$ cat src/rtl/in_fifo_pkg.sv
// Shared widths and bus types for the ten-channel nibble-in / byte-out FIFO.
package in_fifo_pkg;
    localparam int NUM_CH = 10;
    localparam int NIB_W  = 4;
    localparam int BYTE_W = 8;

    typedef logic [NUM_CH*NIB_W-1:0]  nib_bus_t;
    typedef logic [NUM_CH*BYTE_W-1:0] byte_bus_t;
endpackage

$ cat src/rtl/in_fifo_nibble_pack.sv
// Pairs consecutive nibble writes into one byte per channel; the first nibble is the low half.
module in_fifo_nibble_pack
    import in_fifo_pkg::*;
(
    input  logic      clk,
    input  logic      resetn,
    input  logic      wren,
    input  nib_bus_t  d,
    output byte_bus_t byte_out,
    output logic      push
);
    logic     phase;
    nib_bus_t low;

    always_ff @(posedge clk) begin
        if (!resetn) begin
            phase <= 1'b0;
            low   <= '0;
        end else if (wren) begin
            phase <= ~phase;
            if (!phase) low <= d;
        end
    end

    assign push = wren & phase;

    for (genvar ch = 0; ch < NUM_CH; ch++) begin : g_ch
        assign byte_out[ch*BYTE_W +: BYTE_W] = {d[ch*NIB_W +: NIB_W], low[ch*NIB_W +: NIB_W]};
    end
endmodule

$ cat src/rtl/in_fifo_4x8.sv
// Ten-channel FIFO: nibble writes packed to bytes, byte reads with a registered Q.
// Optional sticky OVERFLOW/UNDERFLOW ports when IN_FIFO_ERR_FLAGS_EN is defined.
module in_fifo_4x8
    import in_fifo_pkg::*;
#(
    parameter int DEPTH              = 8,
    parameter int ALMOST_EMPTY_VALUE = 1,
    parameter int ALMOST_FULL_VALUE  = 1
) (
    input  logic      CLK,
    input  logic      RESETN,
    input  logic      WREN,
    input  nib_bus_t  D,
    input  logic      RDEN,
    output byte_bus_t Q,
    output logic      EMPTY,
    output logic      FULL,
    output logic      ALMOSTEMPTY,
    output logic      ALMOSTFULL
`ifdef IN_FIFO_ERR_FLAGS_EN
    ,
    output logic      OVERFLOW,
    output logic      UNDERFLOW
`endif
);
    localparam int AW = $clog2(DEPTH);

    byte_bus_t     mem [DEPTH];
    logic [AW-1:0] wr_ptr, rd_ptr;
    logic [AW:0]   count, count_nxt;
    byte_bus_t     wbyte;
    logic          push_req, do_push, do_pop;

    in_fifo_nibble_pack u_pack (
        .clk      (CLK),
        .resetn   (RESETN),
        .wren     (WREN),
        .d        (D),
        .byte_out (wbyte),
        .push     (push_req)
    );

    // A full FIFO still accepts a push when a pop frees the head slot on the same edge.
    assign do_pop    = RDEN && !EMPTY;
    assign do_push   = push_req && (!FULL || do_pop);
    assign count_nxt = count + (AW+1)'(do_push) - (AW+1)'(do_pop);

    always_ff @(posedge CLK) begin
        if (do_push) mem[wr_ptr] <= wbyte;
    end

    always_ff @(posedge CLK) begin
        if (!RESETN) begin
            wr_ptr      <= '0;
            rd_ptr      <= '0;
            count       <= '0;
            Q           <= '0;
            EMPTY       <= 1'b1;
            FULL        <= 1'b0;
            ALMOSTEMPTY <= 1'b1;
            ALMOSTFULL  <= 1'b0;
        end else begin
            if (do_push) wr_ptr <= wr_ptr + 1'b1;
            if (do_pop) begin
                rd_ptr <= rd_ptr + 1'b1;
                Q      <= mem[rd_ptr];
            end
            count       <= count_nxt;
            EMPTY       <= (count_nxt == '0);
            FULL        <= (count_nxt == (AW+1)'(DEPTH));
            ALMOSTEMPTY <= (count_nxt <= (AW+1)'(ALMOST_EMPTY_VALUE));
            ALMOSTFULL  <= (count_nxt >= (AW+1)'(DEPTH - ALMOST_FULL_VALUE));
        end
    end

`ifdef IN_FIFO_ERR_FLAGS_EN
    always_ff @(posedge CLK) begin
        if (!RESETN) begin
            OVERFLOW  <= 1'b0;
            UNDERFLOW <= 1'b0;
        end else begin
            if (push_req && !do_push) OVERFLOW  <= 1'b1;
            if (RDEN && EMPTY)        UNDERFLOW <= 1'b1;
        end
    end
`endif
endmodule

$ cat config.mk
export PLATFORM = sky130hd
export DESIGN_NAME = in_fifo_4x8
export DESIGN_NICKNAME = d
export VERILOG_FILES = /design/src/rtl/in_fifo_pkg.sv /design/src/rtl/in_fifo_nibble_pack.sv /design/src/rtl/in_fifo_4x8.sv
export SDC_FILE = /design/constraint.sdc
export NUM_CORES = 1
export LEC_CHECK = 0
export CORE_UTILIZATION = 42
export CTS_CLUSTER_SIZE = 16
export DETAILED_ROUTE_END_ITERATION = 8
export SKIP_LAST_GASP = 1
export SYNTH_ARGS = -nofsm -noshare
export SYNTH_HDL_FRONTEND = slang
export SYNTH_HIERARCHICAL = 1
export SYNTH_SLANG_ARGS = --single-unit
export TNS_END_PERCENT = 1
$ cat constraint.sdc
create_clock -name CLK -period 14.15 [get_ports CLK]
set_input_delay 4.245 -clock CLK [delete_from_list [all_inputs] [get_ports CLK]]
set_output_delay 4.245 -clock CLK [all_outputs]
set_load 0.03 [all_outputs]
==> metrics <==
mux share of post-synthesis cell area=between 10% and 20%; Worst Setup Path Type=primary input to flop; GRT overflow=0; hold buffers post-CTS=0; largest family of logic cells by synthesized area=multiplexers; #FFs+latches synth=775; Avg WL per Cell=21.2 microns; n_diodes=0; Worst Path Arrival=roughly 8300 ps; Leakage Power=11.1 nW; CTS tree=done; Worst-Margin Slew=roughly 1200 ps; Crit Path Max Fanout=51; proportion of netlist area held by the largest area contributor=64.4%; cts repair resizes=0; RSZ-0062 raised after global routing=false; Simple-Gate Fraction of Synth Area=roughly 2.6%; fin nets=1969; DRT antenna net count=0; CTS root buf=clkbuf_16; via count=15300; Final Skew=approximately 27 ps; clock share of power=between 30 and 40%; Slew Limit Fails=0; Sw Pwr=around 1.4 mW; crit path buf inv count=4; share of the clock period used by the worst path=between 50% and 60%; post-synthesis compound-gate area fraction=under 10%; global-route wire length before repair=94400 microns; # setup viols final=0; crit path capture type=flop; Total GRT Usage=between 10% and 20%; outcome=finished clean; number of max-cap violations=0; Chip Height=approximately 270 microns; die area=~0.072 sq mm; Area Growth Syn to Fin=14.0%; Worst-path clk slew=~60 ps; adder-cell share of the synthesized area=less than 1%; via/cell ratio=approximately 5.2; Worst Hold Class=flop to flop; gpl congestion=0.704; fillers=just under 6000; postcts setup bufs=0; Synthesized Nets=about 1900; Sw Ratio=between 20% and 30%; Yosys warnings=6; CP top delay family=buffers and inverters; Post-Synth XOR/XNOR Area=less than 1%; Min Hold Slack=between 400 and 500 ps; Crit path largest cell delay=between 900 and 1000 ps; Port Buffer Count=~130; Fmax=about 120 MHz; Int Pwr=roughly 4.2 mW; pre-CTS setup slack=~5400 ps; worst skew pair latency=about 630 ps; vias in the first global route=15600; Min Clock Period, post-route=between 8000 and 9000 ps; core box area=around 0.070 sq mm; final core utilization=48.5%; initial antenna violation count=0; Relative slew margins=roughly 18%; Mapped Area=approximately 0.030 sq mm; # rows=97; Final Hold Viols=0; htree depth=3; number of synthesized flops with an enable pin=640; HPWL after DPL=between 30000 and 40000 microns; area of the multi-input gates=0.00671 sq mm; final worst-path setup slack=around 6100 ps; Fin Setup TNS=0 ps; Residual DRC=0; Top Ports=~130; critical path's slowest cell=nor2_4; worst IR drop on VDD=0.0000859 V; register area share after synthesis=roughly three quarters; Storage cell area=about 0.022 sq mm; Unique masters post-synth=38; largest cells by area after synthesis=edfxtp_1, mux2i_1, dfxtp_1, a22oi_1, a21oi_1; pin count of the biggest net entering global routing=just under 100; Critical Path Start Type=primary input; most frequent cell after synthesis=edfxtp_1; dpl cells=2779; CP required=14380 ps; pwr dens=166 mW/mm^2; biggest area consumer among synthesized cells=edfxtp_1; DRT iter0 DRCs=around 1100; Gate power share=16.0%; Post-Synthesis Cells=1835; Post-synth ARST share=0%; syn_area_per_cell=between 15 and 20 sq um; wirelength, routed=62100 microns; CTS sink count=about 780; TritonRoute pass-1 iters=5; Flop pwr share=between 40 and 50%; top post-synthesis cells by count=edfxtp_1, mux2i_1, a22oi_1, dfxtp_1, nor2_1; top_reg_cell synth=edfxtp_1; most frequent CP cell=buf_4; Max clock buf depth=3; Cell Chain, Critical Path=clkdlybuf4s50_1 -> nand2b_4 -> clkinv_2 -> buf_4 -> o21ai_1 -> or2_1 -> nor2_4 -> buf_4; share of cells above drive strength 1=between 8 and 9%; CTS buffer count=between 70 and 80; Starting Density=42.5%; DIE WIDTH=roughly 270 microns; Post-Layout Cell Count=roughly 3000
## cells by family (layout without fill, tap and decap cells)
kind of cell | Yosys count | in the layout
adders and majority gates | 7 | 7
AOI/OAI and AO/OA | 331 | 331
muxes | 361 | 361
xor gates and xnor gates | 6 | 6
buffers and inverters | 160 | 308
DFF | 775 | 775
and+or+nand+nor | 195 | 195
## metrics by stage
step / area [sq um] / power (mW)
after floorplan: 29800 / 3.38
after global placement: 31300 / 3.58
after detailed placement: 31300 / 3.60
after CTS: 34000 / 5.71
after global routing: 34000 / 5.87
final: 34000 / 5.65
## routing by layer
metal	vias to the layer above	track usage (%)	wire length (microns)	part of all wire, %
li1	7156	-	-	-
met1	7722	23.4	27900	45
met2	281	28.7	30100	48
met3	101	2.89	2600	4.2
met4	0	6.20	1550	2.5
met5	-	0	0	0
## path summary, 6_finish.rpt
path	startpoint	cells past startpoint	endpoint	slack, ps
worst max-delay path	RDEN	8	mem[4][14]	6070
worst min-delay path	wr_ptr[0]	2	wr_ptr[0]	490
worst max register to register	EMPTY	7	mem[4][14]	9740
worst min register to register	wr_ptr[0]	2	wr_ptr[0]	490
## power groups by stage
stage | clock network, mW | registers (mW) | logic [mW]
global placement | 0 | 2.68 | 0.904
global route | 2.25 | 2.64 | 0.979
finish | 2.12 | 2.63 | 0.906
CTS | 2.16 | 2.63 | 0.920
detailed placement | 0 | 2.68 | 0.917
floorplan | 0 | 2.77 | 0.610
## worst register-to-register path, cell delays in order, from the launching register on
cell	delay [ps]
dfxtp_1	380
nand2b_4	330
clkinv_2	490
buf_4	450
o21ai_1	200
or2_1	380
nor2_4	930
buf_4	840
## placed cells by master (no fill, tap or decap), types with 2 or more instances in the layout
cell type | netlist | routed
xor2_1 | 3 | 3
xnor2_1 | 3 | 3
bufinv_16 | 0 | 11
clkbuf_8 | 0 | 8
and2_1 | 3 | 2
nor2b_4 | 1 | 3
inv_1 | 6 | 6
inv_6 | 0 | 4
ha_1 | 6 | 6
edfxtp_1 | 640 | 640
clkdlybuf4s50_1 | 0 | 126
nand2_1 | 86 | 86
nor2_4 | 0 | 7
o21a_1 | 2 | 2
a22oi_1 | 160 | 160
clkinv_1 | 1 | 14
a21oi_1 | 83 | 83
nand2b_1 | 3 | 2
clkbuf_1 | 16 | 13
o21ai_0 | 81 | 81
buf_4 | 41 | 29
nor2_1 | 93 | 86
dfxtp_1 | 135 | 134
nor3_2 | 0 | 2
clkinv_2 | 1 | 15
mux2i_1 | 361 | 361
clkbuf_16 | 0 | 80
o211ai_1 | 2 | 2
## layout make-up
| class | instances | area share (%) |
|---|---|---|
| Inverter | 8 | 0.0920 |
| Timing Repair Buffer | 156 | 4.38 |
| Multi-Input combinational cell | 900 | 19.7 |
| Sequential cell | 775 | 64.5 |
| Clock inverter | 43 | 1.47 |
| Tap cell | 940 | 3.46 |
| Clock buffer | 101 | 6.36 |
## sequential cells by signal, indices dropped and copies added, names as in the netlist
signal,cells
EMPTY,1
ALMOSTEMPTY,1
u_pack/low,40
wr_ptr,3
Q,80
rd_ptr,3
ALMOSTFULL,1
count,4
mem,640
u_pack/phase,1
FULL,1
Note: power is estimated with default switching activity, not from simulation.
